## src/rtl/divider_pkg.sv

```systemverilog
// Shared types and helpers for the sequential restoring divider.
package divider_pkg;

    typedef enum logic [1:0] {
        IDLE,
        BUSY,
        FIXUP,
        DONE
    } div_state_e;

    localparam int MAX_W = 64;
    typedef logic [MAX_W-1:0] word_t;

    function automatic word_t twos_neg(word_t x);
        return ~x + word_t'(1);
    endfunction

    // Callers zero-extend into word_t and truncate back to their own width.
    function automatic word_t cond_neg(word_t x, logic en);
        return en ? twos_neg(x) : x;
    endfunction

endpackage

```

## src/rtl/restoring_divider_if.sv

```systemverilog
// Operand and result handshake bundle for restoring_divider.
interface restoring_divider_if #(
    parameter int WIDTH = 16
);
    logic             src_valid;
    logic             src_ready;
    logic             is_signed;
    logic [WIDTH-1:0] dividend;
    logic [WIDTH-1:0] divisor;
    logic             dest_valid;
    logic             dest_ready;
    logic [WIDTH-1:0] quotient;
    logic [WIDTH-1:0] remainder;
    logic             div_by_zero;

    modport master (
        output src_valid, is_signed, dividend, divisor, dest_ready,
        input  src_ready, dest_valid, quotient, remainder, div_by_zero
    );

    modport slave (
        input  src_valid, is_signed, dividend, divisor, dest_ready,
        output src_ready, dest_valid, quotient, remainder, div_by_zero
    );
endinterface

```

## src/rtl/restoring_div_step.sv

```systemverilog
// One restoring-division iteration: shift {A,Q}, trial subtract, restore.
module restoring_div_step #(
    parameter int WIDTH = 16
) (
    input  logic [WIDTH:0]   a_i,
    input  logic [WIDTH-1:0] q_i,
    input  logic [WIDTH-1:0] m_i,
    output logic [WIDTH:0]   a_o,
    output logic [WIDTH-1:0] q_o
);
    logic [WIDTH:0] sh;
    logic [WIDTH:0] t;
    logic           unused_a_msb;

    // A stays below M, so its top bit is always clear before the shift.
    assign unused_a_msb = a_i[WIDTH];

    always_comb begin
        sh = {a_i[WIDTH-1:0], q_i[WIDTH-1]};
        t  = sh - {1'b0, m_i};
        if (!t[WIDTH]) begin
            a_o = t;
            q_o = {q_i[WIDTH-2:0], 1'b1};
        end else begin
            a_o = sh;
            q_o = {q_i[WIDTH-2:0], 1'b0};
        end
    end
endmodule

```

## src/rtl/restoring_divider.sv

```systemverilog
// Sequential signed/unsigned restoring divider, one quotient bit per cycle,
// valid/ready on both sides, divide-by-zero detection.
module restoring_divider
    import divider_pkg::*;
#(
    parameter int WIDTH = 16
) (
    input logic               clk,
    input logic               rst,
    restoring_divider_if.slave bus
);
    localparam int CW = $clog2(WIDTH);
    typedef logic [CW-1:0] cnt_t;

    div_state_e       state_q, state_d;
    cnt_t             cnt_q, cnt_d;
    logic [WIDTH:0]   a_q, a_d, a_step;
    logic [WIDTH-1:0] q_q, q_d, q_step;
    logic [WIDTH-1:0] m_q, m_d;
    logic             sq_q, sq_d;
    logic             sr_q, sr_d;
    logic [WIDTH-1:0] quo_q, quo_d;
    logic [WIDTH-1:0] rem_q, rem_d;
    logic             dbz_q, dbz_d;
    logic             srdy_q, srdy_d;
    logic             dvld_q, dvld_d;
    logic             neg_a, neg_b;

    restoring_div_step #(
        .WIDTH(WIDTH)
    ) u_step (
        .a_i(a_q),
        .q_i(q_q),
        .m_i(m_q),
        .a_o(a_step),
        .q_o(q_step)
    );

    always_comb begin
        state_d = state_q;
        cnt_d   = cnt_q;
        a_d     = a_q;
        q_d     = q_q;
        m_d     = m_q;
        sq_d    = sq_q;
        sr_d    = sr_q;
        quo_d   = quo_q;
        rem_d   = rem_q;
        dbz_d   = dbz_q;
        srdy_d  = srdy_q;
        dvld_d  = dvld_q;
        neg_a   = bus.is_signed & bus.dividend[WIDTH-1];
        neg_b   = bus.is_signed & bus.divisor[WIDTH-1];
        unique case (state_q)
            IDLE: begin
                if (bus.src_valid) begin
                    q_d    = WIDTH'(cond_neg(word_t'(bus.dividend), neg_a));
                    m_d    = WIDTH'(cond_neg(word_t'(bus.divisor), neg_b));
                    sq_d   = neg_a ^ neg_b;
                    sr_d   = neg_a;
                    a_d    = '0;
                    cnt_d  = '0;
                    srdy_d = 1'b0;
                    if (bus.divisor == '0) begin
                        quo_d   = '1;
                        rem_d   = bus.dividend;
                        dbz_d   = 1'b1;
                        dvld_d  = 1'b1;
                        state_d = DONE;
                    end else begin
                        state_d = BUSY;
                    end
                end
            end
            BUSY: begin
                a_d   = a_step;
                q_d   = q_step;
                cnt_d = cnt_q + cnt_t'(1);
                if (cnt_q == cnt_t'(WIDTH - 1)) begin
                    state_d = FIXUP;
                end
            end
            FIXUP: begin
                quo_d   = WIDTH'(cond_neg(word_t'(q_q), sq_q));
                rem_d   = WIDTH'(cond_neg(word_t'(a_q[WIDTH-1:0]), sr_q));
                dbz_d   = 1'b0;
                dvld_d  = 1'b1;
                state_d = DONE;
            end
            DONE: begin
                if (bus.dest_ready) begin
                    dvld_d  = 1'b0;
                    srdy_d  = 1'b1;
                    state_d = IDLE;
                end
            end
            default: begin
                state_d = IDLE;
            end
        endcase
    end

    always_ff @(posedge clk or negedge rst) begin
        if (!rst) begin
            state_q <= IDLE;
            cnt_q   <= '0;
            a_q     <= '0;
            q_q     <= '0;
            m_q     <= '0;
            sq_q    <= 1'b0;
            sr_q    <= 1'b0;
            quo_q   <= '0;
            rem_q   <= '0;
            dbz_q   <= 1'b0;
            srdy_q  <= 1'b1;
            dvld_q  <= 1'b0;
        end else begin
            state_q <= state_d;
            cnt_q   <= cnt_d;
            a_q     <= a_d;
            q_q     <= q_d;
            m_q     <= m_d;
            sq_q    <= sq_d;
            sr_q    <= sr_d;
            quo_q   <= quo_d;
            rem_q   <= rem_d;
            dbz_q   <= dbz_d;
            srdy_q  <= srdy_d;
            dvld_q  <= dvld_d;
        end
    end

    assign bus.src_ready   = srdy_q;
    assign bus.dest_valid  = dvld_q;
    assign bus.quotient    = quo_q;
    assign bus.remainder   = rem_q;
    assign bus.div_by_zero = dbz_q;
endmodule

```

## src/flat_wrapper.sv

```systemverilog
// flat-port wrapper written by rule: the top's interface ports become plain ports
module restoring_divider_flat import divider_pkg::*;
#(
    parameter int WIDTH = 16
)
  (clk, rst, bus_src_valid, bus_is_signed, bus_dividend, bus_divisor, bus_dest_ready, bus_src_ready, bus_dest_valid, bus_quotient, bus_remainder, bus_div_by_zero);
  restoring_divider_if #(.WIDTH(WIDTH)) bus_i ();
  input logic clk;
  input logic rst;
  input wire logic [$bits(bus_i.src_valid)-1:0] bus_src_valid;
  input wire logic [$bits(bus_i.is_signed)-1:0] bus_is_signed;
  input wire logic [$bits(bus_i.dividend)-1:0] bus_dividend;
  input wire logic [$bits(bus_i.divisor)-1:0] bus_divisor;
  input wire logic [$bits(bus_i.dest_ready)-1:0] bus_dest_ready;
  output wire logic [$bits(bus_i.src_ready)-1:0] bus_src_ready;
  output wire logic [$bits(bus_i.dest_valid)-1:0] bus_dest_valid;
  output wire logic [$bits(bus_i.quotient)-1:0] bus_quotient;
  output wire logic [$bits(bus_i.remainder)-1:0] bus_remainder;
  output wire logic [$bits(bus_i.div_by_zero)-1:0] bus_div_by_zero;
  assign bus_i.src_valid = bus_src_valid;
  assign bus_i.is_signed = bus_is_signed;
  assign bus_i.dividend = bus_dividend;
  assign bus_i.divisor = bus_divisor;
  assign bus_i.dest_ready = bus_dest_ready;
  assign bus_src_ready = bus_i.src_ready;
  assign bus_dest_valid = bus_i.dest_valid;
  assign bus_quotient = bus_i.quotient;
  assign bus_remainder = bus_i.remainder;
  assign bus_div_by_zero = bus_i.div_by_zero;
  restoring_divider #(.WIDTH(WIDTH)) u_core (.clk(clk), .rst(rst), .bus(bus_i));
endmodule
```

## config.mk

```make
export PLATFORM = sky130hd
export DESIGN_NAME = restoring_divider_flat
export DESIGN_NICKNAME = d
export VERILOG_FILES = /design/src/rtl/divider_pkg.sv /design/src/rtl/restoring_divider_if.sv /design/src/rtl/restoring_div_step.sv /design/src/rtl/restoring_divider.sv /design/src/flat_wrapper.sv
export SDC_FILE = /design/constraint.sdc
export NUM_CORES = 1
export LEC_CHECK = 0
export ABC_CLOCK_PERIOD_IN_PS = 9900
export CAP_MARGIN = 20
export CORE_ASPECT_RATIO = 0.9
export CORE_MARGIN = 2
export CORE_UTILIZATION = 34
export DETAILED_ROUTE_END_ITERATION = 12
export SYNTH_ARGS = -nofsm -noshare
export SYNTH_HDL_FRONTEND = slang
export SYNTH_HIERARCHICAL = 1
export SYNTH_SLANG_ARGS = --single-unit
```

## constraint.sdc

```tcl
create_clock -name clk -period 9.9 [get_ports clk]
set_input_delay 0.99 -clock clk [delete_from_list [all_inputs] [get_ports clk]]
set_output_delay 0.99 -clock clk [all_outputs]
set_load 0.01 [all_outputs]
```

* Word level (Yosys, flattened, before mapping) *
Cells that the tools add are included.

cells by class
  $add $sub $neg = 6
  equal/unequal tests = 8
  mux-type cells = 31
  bitwise gates (word level) = 7
  reductions and logical operators = 12

operators by type and width
  operator               count
  $mux 16                11
  $pmux 16 s2            4
  $add 16x1->16 const B  4
  $not 16->16            4
  $sub 17x16->17         1
  $logic_not 16->1       1
  $reduce_and 3->1       3
  $mux 2                 4
  $pmux 2 s4             1
  $pmux 4 s2             1
  $mux 1                 6
  $reduce_bool 2->1      3
  $add 4x1->4 const B    1
  $eq 2x2->1 const B     2
  $eq 4x4->1 const B     1
  $mux 4                 1
  $ne 2x1->1 const B     2
  $ne 2x2->1 const B     2
  $pmux 1 s2             2
  $reduce_and 2->1       2
  $reduce_and 4->1       1
  $pmux 1 s3             1
  $reduce_bool 3->1      1
  $and 1x1->1            2
  other kinds (3)        3

storage, ports and cells
  register bits after elaboration = 91
  input bits = 37
  word-level logic and storage cells = 76

* Longest topological paths before layout *
Gate-level depths: netlist of the first run.

  word-level depth = 5
  gate-level depth with buffers = 16
  depth with buffers taken out = 15

* By module *
The synthesis of the first run kept the hierarchy.

modules (own cells, without submodules)
  module              instances  cells an instance  area each (um^2)
  restoring_divider   1          558                5183.7
  restoring_div_step  1          161                1234.9

* Worst setup path before layout of the first run *
No wires, ideal clock.

  path kind = register to register
  start = register u_core.a_q[1]
  end = register u_core.a_q[10]
  setup time = 0.121 ns
  data arrival time = 3.202 ns
  path slack = 6.577 ns
  cell stages (with the launch flop) = 13
  path through = dfrtp_1 -> ha_1 -> nor2b_1 -> o21bai_1 -> a21boi_2 -> o21ai_0 -> o221ai_1 -> a21o_1 -> ha_1 -> clkbuf_1 -> buf_1 -> mux2_2 -> a22o_1

between the ends
  word-level cells in the longest chain between the ends = 3

ends and longest elaborated chain
  element                      line                      text
  start: declaration           restoring_divider.sv:17   logic [WIDTH:0] a_q, a_d, a_step;
  start signal: assignment     restoring_divider.sv:107  a_q <= '0;
  start signal: assignment     restoring_divider.sv:120  a_q <= a_d;
  $sub 17x16->17               restoring_div_step.sv:20  t = sh - {1'b0, m_i};
  $mux 16                      restoring_div_step.sv:21  if (!t[WIDTH]) begin
  named net u_core.a_step[10]  restoring_divider.sv:17
  $pmux 16 s2                  restoring_divider.sv:54   unique case (state_q)

The timed path passes the listed nets, and every way through them passes these cells.
A chain may end at the register's enable or synchronous reset.

* Worst setup path in the final report of the first run *
  start = register u_core.q_q[15]
  end = register u_core.a_q[12]

between the ends
  word-level cells in the longest chain between the ends = 3

ends and longest elaborated chain
  element                      line                      text
  start: declaration           restoring_divider.sv:18   logic [WIDTH-1:0] q_q, q_d, q_step;
  start signal: assignment     restoring_divider.sv:121  q_q <= q_d;
  $sub 17x16->17               restoring_div_step.sv:20
  $mux 16                      restoring_div_step.sv:21
  named net u_core.a_step[12]  restoring_divider.sv:17
  $pmux 16 s2                  restoring_divider.sv:54

The timed path passes the listed nets, and every way through them passes these cells.

==> results.py, run 1 <==
metrics = {
    "run_status": {
        "status": "completed",
    },
    "clock_tree": {
        "htree_levels": 3,
        "cts_setup_buffers": 0,
        "cts_hold_buf": 0,
        "cts.clk_slew.worst_paths_ns": 0.06,
        "cts_buffer_depth": 2,
        "post_cts_resized": 0,
        "root_buffer": "clkbuf_16",
        "tritoncts": "done",
        "cts_buffers": 9,
        "clk_latency_ns": 0.36,
        "cts.sinks": 91,
    },
    "power_and_ir_drop": {
        "p_per_area_nw_per_um2": 336.6,
        "max-vdd-ir-drop_mv": 0.1175,
        "p_leak_nw": 3.081,
    },
    "global_routing": {
        "grtUsageMet2_pct": 24.79,
        "grt_pass1_vias": 4969,
        "use_met3_pct": 3.707,
        "grt_use_met1_pct": 26.95,
        "track_usage_pct": 17.33,
        "antenna_found_initial": 0,
        "grt_start_max_net_pins": 58,
        "grt-ovfl-total": 0,
        "grt_pass1_wl_mm": 27.51,
        "top_usage_layer": "met1",
    },
    "final_layout": {
        "drive_above_1_share_pct": 7.407,
        "final_util_pct": 40.43,
        "final_cells": 1001,
        "nets": 817,
        "syn_to_final_growth_pct": 16.56,
        "n_antenna_cell": 0,
    },
    "worst_hold_path": {
        "min_from": "u_core/m_q[6]$_DFFE_PN0P_",
        "min_to": "u_core/m_q[6]$_DFFE_PN0P_",
        "min_path_type": "reg -> reg",
        "holdPathStages": 2,
    },
    "timing": {
        "skew_ns": 0.009035,
        "hold_viol_final": 0,
        "grt_setup_unrepaired": "false",
        "tns_ns": 0,
        "finalSetupViolCount": 0,
        "worstMarginPinSlew_ns": 1.021,
        "slew_headroom_pct": 30.57,
        "layout_min_cycle_time_ns": 3.815,
        "post-route-period-util_pct": 38.54,
        "slew_viol_final": 0,
        "fin_ws_ns": 6.085,
        "timing.fmax_mhz": 262.1,
    },
    "placement": {
        "dp_slack_ns": 5.997,
        "dp_hpwl_mm": 12.47,
        "gp_congestion": 0.8548,
        "dp.cells": 986,
        "port_buffers": 71,
    },
    "floorplanning": {
        "ios": 72,
        "start_util_pct": 34.69,
        "die_h_um": 134.0,
        "num_rows": 47,
        "dieArea_um2": 19890,
        "core_area_um2": 18410,
        "die_width_um": 148.5,
    },
    "routing": {
        "wire_per_inst_um": 16.64,
        "drc": 0,
        "vias": 5295,
        "drt-pass1-iter-count": 5,
        "totalWireLength_mm": 16.66,
        "ant_nets": 0,
        "drt_iter0_drc": 396,
        "vias_per_cell": 5.290,
    },
    "run": {
        "maxCapViolCount": 0,
    },
    "critical_path": {
        "reg2reg_to": "u_core/a_q[12]$_DFFE_PN0P_",
        "cp-end-kind": "flop",
        "crit_type": "reg -> reg",
        "crit_required_ns": 10.14,
        "rr_worst_depth": 14,
        "critPathLaunchType": "flop",
        "crit-reg2reg-launch": "u_core/q_q[15]$_DFFE_PN0P_",
        "worstPathArrival_ns": 4.06,
        "crit_fanout": 18,
        "reg2reg_setup_slack_ns": 6.08,
    },
    "synthesis": {
        "syn-num-nets": 782,
        "ys_warn_count": 6,
        "netlist_area_um2": 6385,
        "syn_inst": 717,
        "syn_area_per_cell_um2": 8.905,
    },
}
==> area by class of cell <==
type | count | area, um2
clock buffers | 10 | 229.0
clock inverters | 5 | 38.79
fillers | 1857 | 10960
inverters | 41 | 153.9
multi-input cells | 532 | 3682
flip-flops and latches | 91 | 2278
well taps | 245 | 306.5
repair buffers | 77 | 753.2
==> critical path, cell delays in order (launching register included) <==
cell      delay [ns]
dfrtp_1         0.40
inv_1           0.09
ha_1            0.20
fa_1            0.22
nor2b_1         0.07
o21bai_1        0.17
a21boi_2        0.11
o21ai_0         0.42
o221ai_1        0.22
a21o_1          0.21
ha_1            0.67
inv_1           0.29
a221oi_1        0.32
nand3_1         0.10
a22o_2          0.22
==> power by group <==
| group | internal [mW] | total [mW] | leakage [nW] | switching [mW] |
|---|---|---|---|---|
| combinational | 0.681 | 1.47 | 1.85 | 0.791 |
| clock | 0.171 | 0.324 | 0.129 | 0.153 |
| sequential | 0.536 | 0.709 | 1.10 | 0.173 |
| total | 1.39 | 2.51 | 3.08 | 1.12 |
==> worst max-delay path by stage <==
stage / startpoint / end / slack, ns
3_3_place_gp: bus_divisor[0] / u_core/bus.quotient[0]$_DFFE_PN0P_ / 6.04
4_1_cts: u_core/q_q[15]$_DFFE_PN0P_ / u_core/a_q[12]$_DFFE_PN0P_ / 6.10
2_1_floorplan: u_core/a_q[1]$_DFFE_PN0P_ / u_core/a_q[10]$_DFFE_PN0P_ / 6.58
6_report: u_core/q_q[15]$_DFFE_PN0P_ / u_core/a_q[12]$_DFFE_PN0P_ / 6.08
5_1_grt: u_core/q_q[15]$_DFFE_PN0P_ / u_core/a_q[12]$_DFFE_PN0P_ / 5.75
3_5_place_dp: bus_divisor[0] / u_core/bus.quotient[4]$_DFFE_PN0P_ / 6.00
==> stage by stage <==
| step | power, mW | instance area [um2] | hold slack (ns) |
|---|---|---|---|
| after floorplan | 1.804 | 6385 | 0.4498 |
| after global placement | 2.165 | 7174 | 0.4636 |
| after detailed placement | 2.175 | 7174 | 0.4713 |
| after CTS | 2.514 | 7442 | 0.4855 |
| after global routing | 2.728 | 7442 | 0.4991 |
| final | 2.505 | 7442 | 0.4800 |
==> layer usage <==
layer / part of all wire [%] / wire length, um
met4: 0.79 / 132
met5: 0 / 0
met1: 52 / 8674
met3: 5.2 / 874
met2: 42 / 6973
==> layout by cell type (no fill, tap or decap), types with 11 or more instances in the layout <==
master and instances:
or3_1 11, a21oi_1 54, nor2_1 40, nand2_1 66, clkdlybuf4s50_1 70, o31ai_1 15
o21ai_1 23, a22o_1 14, dfrtp_1 90, ha_1 27, xnor2_1 31, o21ai_0 48
nand3_1 12, inv_1 41, mux2i_1 17, xor2_1 32
==> registers in the layout (all words and copies together) (netlist names), 2 cells and up <==
register,cells
u_core/a_q,16
u_core/bus.remainder,16
u_core/state_q,2
u_core/m_q,16
u_core/q_q,16
u_core/bus.quotient,16
u_core/cnt_q,4
Power figures use the tool's default switching activity.
==> inputs of run 2 (changes only) <==
Settings changed: ABC_CLOCK_PERIOD_IN_PS 9900 to 3700.
Clock period 9.9 ns to 3.7 ns, I/O delays scaled along.
==> results.py, run 2 (synthesized netlist as in run 1, its figures left out) <==
metrics = {
    "routing": {
        "vias_per_cell": 5.355,
        "drt-pass1-iter-count": 5,
        "drc": 0,
        "drt_iter0_drc": 381,
        "vias": 5441,
        "wire_per_inst_um": 16.29,
        "ant_nets": 0,
        "totalWireLength_mm": 16.55,
    },
    "clock_tree": {
        "cts.sinks": 91,
        "cts.clk_slew.worst_paths_ns": 0.06,
        "tritoncts": "done",
        "htree_levels": 3,
        "cts_buffer_depth": 2,
        "clk_latency_ns": 0.35,
        "root_buffer": "clkbuf_16",
        "cts_buffers": 9,
    },
    "critical_path": {
        "worstPathArrival_ns": 3.65,
        "crit_required_ns": 3.94,
        "cp-end-kind": "flop",
        "rr_worst_depth": 14,
        "crit-reg2reg-launch": "u_core/q_q[15]$_DFFE_PN0P_",
        "max_stage_delay_ns": 0.40,
        "crit_type": "reg -> reg",
        "reg2reg_to": "u_core/a_q[12]$_DFFE_PN0P_",
        "cp_slowest_cell": "fa_1",
        "reg2reg_setup_slack_ns": 0.29,
        "path_cells": "inv_1, ha_1, fa_1, nor2b_1, o21bai_1, a21boi_2, o21ai_1, o221ai_1, a21o_1, ha_2, and3_1, a221oi_1, nand3_1, a22o_2",
        "crit_fanout": 11,
        "critPathLaunchType": "flop",
    },
    "final_layout": {
        "final_util_pct": 41.35,
        "final_cells": 1016,
        "layout_common_cells": "90 x dfrtp_1, 70 x clkdlybuf4s50_1, 66 x nand2_1, 54 x a21oi_1, 47 x o21ai_0",
        "nets": 831,
        "mostFrequentLayoutCell": "dfrtp_1",
        "drive_above_1_share_pct": 9.339,
        "design_area_um2": 7611,
        "syn_to_final_growth_pct": 19.20,
        "n_antenna_cell": 0,
    },
    "global_routing": {
        "grt_start_max_net_pins": 36,
        "antenna_found_initial": 0,
        "grt-ovfl-total": 0,
        "grt_pass1_vias": 5167,
        "track_usage_pct": 17.40,
        "grt_pass1_wl_mm": 27.82,
    },
    "worst_hold_path": {
        "min_path_type": "reg -> reg",
        "min_from": "u_core/m_q[4]$_DFFE_PN0P_",
        "min_to": "u_core/m_q[4]$_DFFE_PN0P_",
        "holdPathStages": 2,
    },
    "timing": {
        "tns_ns": 0,
        "grt_setup_unrepaired": "false",
        "worstMarginPinSlew_ns": 0.6493,
        "skew_ns": 0.006040,
        "finalSetupViolCount": 0,
        "layout_min_cycle_time_ns": 3.410,
        "timing.fmax_mhz": 293.3,
        "slew_viol_final": 0,
        "slew_headroom_pct": 56.55,
        "hold_viol_final": 0,
        "post-route-period-util_pct": 92.15,
    },
    "power_and_ir_drop": {
        "p_leak_nw": 3.180,
        "p_per_area_nw_per_um2": 916.2,
        "max-vdd-ir-drop_mv": 0.2987,
        "fin_total_pwr_mw": 6.973,
    },
    "placement": {
        "dp_hpwl_mm": 12.52,
        "port_buffers": 71,
        "postPlaceCellArea_um2": 7272,
        "gp_congestion": 0.8646,
        "dp.cells": 999,
    },
    "floorplanning": {
        "dieArea_um2": 19890,
        "num_rows": 47,
        "core_area_um2": 18410,
        "ios": 72,
        "start_util_pct": 34.69,
        "die_width_um": 148.5,
        "die_h_um": 134.0,
    },
    "run_status": {
        "status": "completed",
    },
    "run": {
        "maxCapViolCount": 0,
    },
}
==> run 2: cell count changes in the layout (fill, tap and decap cells not counted) <==
| cell | previous run | this run |
|---|---|---|
| ha_2 | 0 | 1 |
| inv_6 | 2 | 1 |
| clkbuf_1 | 1 | 0 |
| o21ai_0 | 48 | 47 |
| bufinv_16 | 0 | 2 |
| clkinv_2 | 1 | 2 |
| ha_1 | 27 | 26 |
| clkbuf_8 | 0 | 1 |
| o21ai_1 | 23 | 24 |
| dlygate4sd3_1 | 0 | 1 |
| clkinvlp_4 | 1 | 0 |
| buf_4 | 7 | 20 |
==> run 2: area by class of cell <==
cell class / instances / area, um2
clock buffer: 10 / 239.0
fill: 1833 / 10800
multi-input combinational: 532 / 3685
sequential: 91 / 2278
inverter: 41 / 153.9
timing repair buffer: 91 / 860.8
tap: 245 / 306.5
clock inverter: 6 / 87.58
==> run 2: report_power, final <==
group	switching [mW]	leakage (nW)	internal, mW
Combinational	2.17	1.92	1.91
Clock	0.399	0.163	0.611
Sequential	0.446	1.10	1.44
==> run 2: what timing repair did <==
item | in CTS | in global routing
resized for setup | 0 | 2
setup endpoints to repair | 0 | 8
setup buffers | 0 | 0
hold endpoints to repair | 33 | 0
hold buffers | 1 | 0
==> run 2: worst max path at each step <==
stage / start / to / slack [ns]
6_report: u_core/q_q[15]$_DFFE_PN0P_ / u_core/a_q[12]$_DFFE_PN0P_ / 0.29
4_1_cts: u_core/q_q[15]$_DFFE_PN0P_ / u_core/a_q[12]$_DFFE_PN0P_ / 0.21
3_5_place_dp: u_core/q_q[15]$_DFFE_PN0P_ / u_core/a_q[12]$_DFFE_PN0P_ / 0.25
2_1_floorplan: u_core/a_q[1]$_DFFE_PN0P_ / u_core/a_q[15]$_DFFE_PN0P_ / 0.38
3_3_place_gp: u_core/q_q[15]$_DFFE_PN0P_ / u_core/a_q[12]$_DFFE_PN0P_ / 0.33
5_1_grt: u_core/q_q[15]$_DFFE_PN0P_ / u_core/a_q[12]$_DFFE_PN0P_ / 0.01
==> run 2: per-stage QoR <==
| step | hold slack [ns] | worst slack (ns) |
|---|---|---|
| after CTS | 0.4854 | 0.2092 |
| final | 0.4787 | 0.2903 |
| after global routing | 0.5027 | 0.01461 |
| after global placement | 0.3571 | 0.3322 |
| after detailed placement | 0.3631 | 0.2541 |
| after floorplan | 0.07441 | 0.3766 |
==> run 2: metal layers <==
metal	share of wire, %	track usage [%]
met4	1.3	4.444
met3	5.4	3.435
met5	0	0
met1	52	26.61
met2	41	24.95
==> run 2: worst max-delay path, delay by kind of cell (launching register included) <==
family / cells / cell delay [ns]
AO/OA/AOI/OAI: 7 / 1.39
adder cells (fa/ha/maj): 3 / 0.94
AND/OR/NAND/NOR: 3 / 0.50
flip-flops: 1 / 0.39
buffers and inverters: 1 / 0.07
==> inputs of run 3 (changes only) <==
Settings changed: CORE_UTILIZATION 34 to 25, SYNTH_HIERARCHICAL 1 to unset.
==> results.py, run 3 <==
metrics = {
    "run_status": {
        "status": "completed",
    },
    "timing": {
        "grt_setup_unrepaired": "false",
        "tns_ns": 0,
        "finalSetupViolCount": 0,
        "post-route-period-util_pct": 79.80,
        "worstMarginPinSlew_ns": 0.7981,
        "slew_viol_final": 0,
        "skew_ns": 0.008511,
        "layout_min_cycle_time_ns": 2.953,
        "hold_viol_final": 0,
        "timing.fmax_mhz": 338.7,
        "fin_ws_ns": 0.7474,
        "slew_headroom_pct": 46.79,
    },
    "placement": {
        "dp.cells": 1076,
        "postPlaceCellArea_um2": 7103,
        "dp_slack_ns": 0.6921,
        "gp_congestion": 0.8518,
        "port_buffers": 71,
        "dp_hpwl_mm": 12.79,
    },
    "synthesis": {
        "ys_top_cells_by_count": "91 x nand2_1, 90 x dfrtp_1, 74 x nor2_1",
        "ys_ff_latch": 91,
        "ys_types": 56,
        "syn-num-nets": 789,
        "syn_area_per_cell_um2": 8.388,
        "synth_edf_count": 0,
        "async_flop_share_pct": 100.0,
        "synth_most_common_cell": "nand2_1",
        "synth_top_flop_cell": "dfrtp_1",
        "ys_warn_count": 0,
        "syn_inst": 726,
        "synth_area_leader_cell": "dfrtp_1",
        "yosysSeqAreaShare_pct": 37.42,
        "synth_top_area_share_pct": 36.98,
        "synthTopCellsByArea": "dfrtp_1 37%, nand2_1 5.6%, o21ai_0 5.6%",
        "netlist_area_um2": 6090,
    },
    "run": {
        "maxCapViolCount": 0,
    },
    "clock_tree": {
        "cts.clk_slew.worst_paths_ns": 0.07,
        "clk_latency_ns": 0.35,
        "tritoncts": "done",
        "root_buffer": "clkbuf_16",
        "cts_buffer_depth": 2,
        "cts_setup_buffers": 0,
        "post_cts_resized": 0,
        "cts_buffers": 9,
        "htree_levels": 3,
        "cts_hold_buf": 0,
        "cts.sinks": 91,
    },
    "final_layout": {
        "fillers": 2594,
        "mostFrequentLayoutCell": "nand2_1",
        "final_cells": 1093,
        "nets": 842,
        "design_area_um2": 7433,
        "layout_common_cells": "91 x nand2_1, 90 x dfrtp_1, 74 x nor2_1, 70 x clkdlybuf4s50_1, 68 x o21ai_0",
        "syn_to_final_growth_pct": 22.07,
        "drive_above_1_share_pct": 4.974,
        "final_util_pct": 30.90,
    },
    "critical_path": {
        "crit_type": "reg -> reg",
        "max_stage_delay_ns": 0.38,
        "crit-reg2reg-launch": "u_core.q_q[15]$_DFFE_PN0P_",
        "path_cells": "inv_1, ha_1, fa_1, nand2b_1, a21oi_1, o21a_1, nor2_1, a2111oi_4, buf_4, mux2i_1, o21ai_1",
        "worstPathArrival_ns": 3.16,
        "crit_fanout": 22,
        "critPathLaunchType": "flop",
        "startpoint": "u_core.q_q[15]$_DFFE_PN0P_",
        "cp-end-kind": "flop",
        "cp_slowest_cell": "fa_1",
        "crit_required_ns": 3.91,
    },
    "floorplanning": {
        "dieArea_um2": 25620,
        "start_util_pct": 25.32,
        "ios": 72,
        "core_area_um2": 24050,
        "die_width_um": 168.5,
        "num_rows": 54,
        "die_h_um": 152.1,
    },
    "routing": {
        "totalWireLength_mm": 16.72,
        "drt-pass1-iter-count": 5,
        "wire_per_inst_um": 15.30,
        "vias": 5327,
        "vias_per_cell": 4.874,
        "drc": 0,
        "drt_iter0_drc": 452,
        "ant_nets": 0,
    },
    "global_routing": {
        "track_usage_pct": 13.61,
        "grt_pass1_wl_mm": 28.12,
        "grt_start_max_net_pins": 63,
        "grt-ovfl-total": 0,
        "grt_pass1_vias": 5097,
        "antenna_found_initial": 1,
    },
    "power_and_ir_drop": {
        "p_leak_nw": 3.045,
        "max-vdd-ir-drop_mv": 0.2962,
        "p_per_area_nw_per_um2": 892.7,
    },
    "worst_hold_path": {
        "min_path_type": "in -> async",
    },
}
-- run 3: worst max-delay path: cells and delay by family (launching register included) --
family | cells | cell delay (ns)
AOI/OAI and AO/OA | 4 | 0.83
buffers and inverters | 2 | 0.49
muxes | 1 | 0.23
and+or+nand+nor | 2 | 0.29
adders and majority gates | 2 | 0.63
DFF | 1 | 0.32
-- run 3: worst paths after layout --
kind	end	slack (ns)	cells after the start
max reg2reg	u_core.a_q[3]$_DFFE_PN0P_	0.75	11
min reg2reg	u_core.bus.remainder[12]$_DFFE_PN0P_	0.48	2
max	u_core.a_q[3]$_DFFE_PN0P_	0.75	11
min	u_core.bus.quotient[13]$_DFFE_PN0P_	0.12	1
max in group asynchronous	u_core.bus.src_ready$_DFFE_PN1P_	2.78	2
min in group clk	u_core.bus.remainder[12]$_DFFE_PN0P_	0.48	2
-- run 3: layer usage --
metal | track usage, % | share of wire [%] | vias up
li1 | - | - | 2666
met1 | 21.02 | 54 | 2522
met2 | 18.69 | 40 | 123
met3 | 3.282 | 5.3 | 16
met4 | 3.489 | 1.4 | 0
met5 | 0 | 0 | -
-- run 3: logic make-up (layout without fill, tap and decap cells) --
logic type	count (synthesis)	in the layout	synth area share [%]
adders and majority gates	26	26	5.465
buffers and inverters	73	131	4.890
and+or+nand+nor	241	241	18.06
other	0	1	0
AOI/OAI and AO/OA	206	206	20.92
muxes	22	22	3.616
DFF	91	91	37.42
xor gates and xnor gates	67	67	9.636
-- run 3: power by group --
part | internal [mW] | leakage, nW | switching, mW
sequential | 1.43 | 1.09 | 0.453
combinational | 1.62 | 1.80 | 2.12
clock | 0.610 | 0.155 | 0.402
-- run 3: cell type report --
cell class / count / area, um2 / share of cell area, %
multi-input combinational: 562 / 3517 / 47.32
sequential: 91 / 2278 / 30.65
timing repair buffer: 84 / 805.8 / 10.84
tap: 308 / 385.4 / 5.184
clock buffer: 10 / 239.0 / 3.215
inverter: 31 / 116.4 / 1.565
clock inverter: 6 / 88.84 / 1.195
antenna: 1 / 2.502 / 0.03366
-- run 3: per-stage QoR --
stage                     total power [mW]  hold slack (ns)
after global placement               5.562           0.4549
after global routing                 7.254           0.1907
final                                6.636           0.1161
after floorplan                      4.477          0.07441
after detailed placement             5.608           0.4621
after CTS                            6.636           0.1507
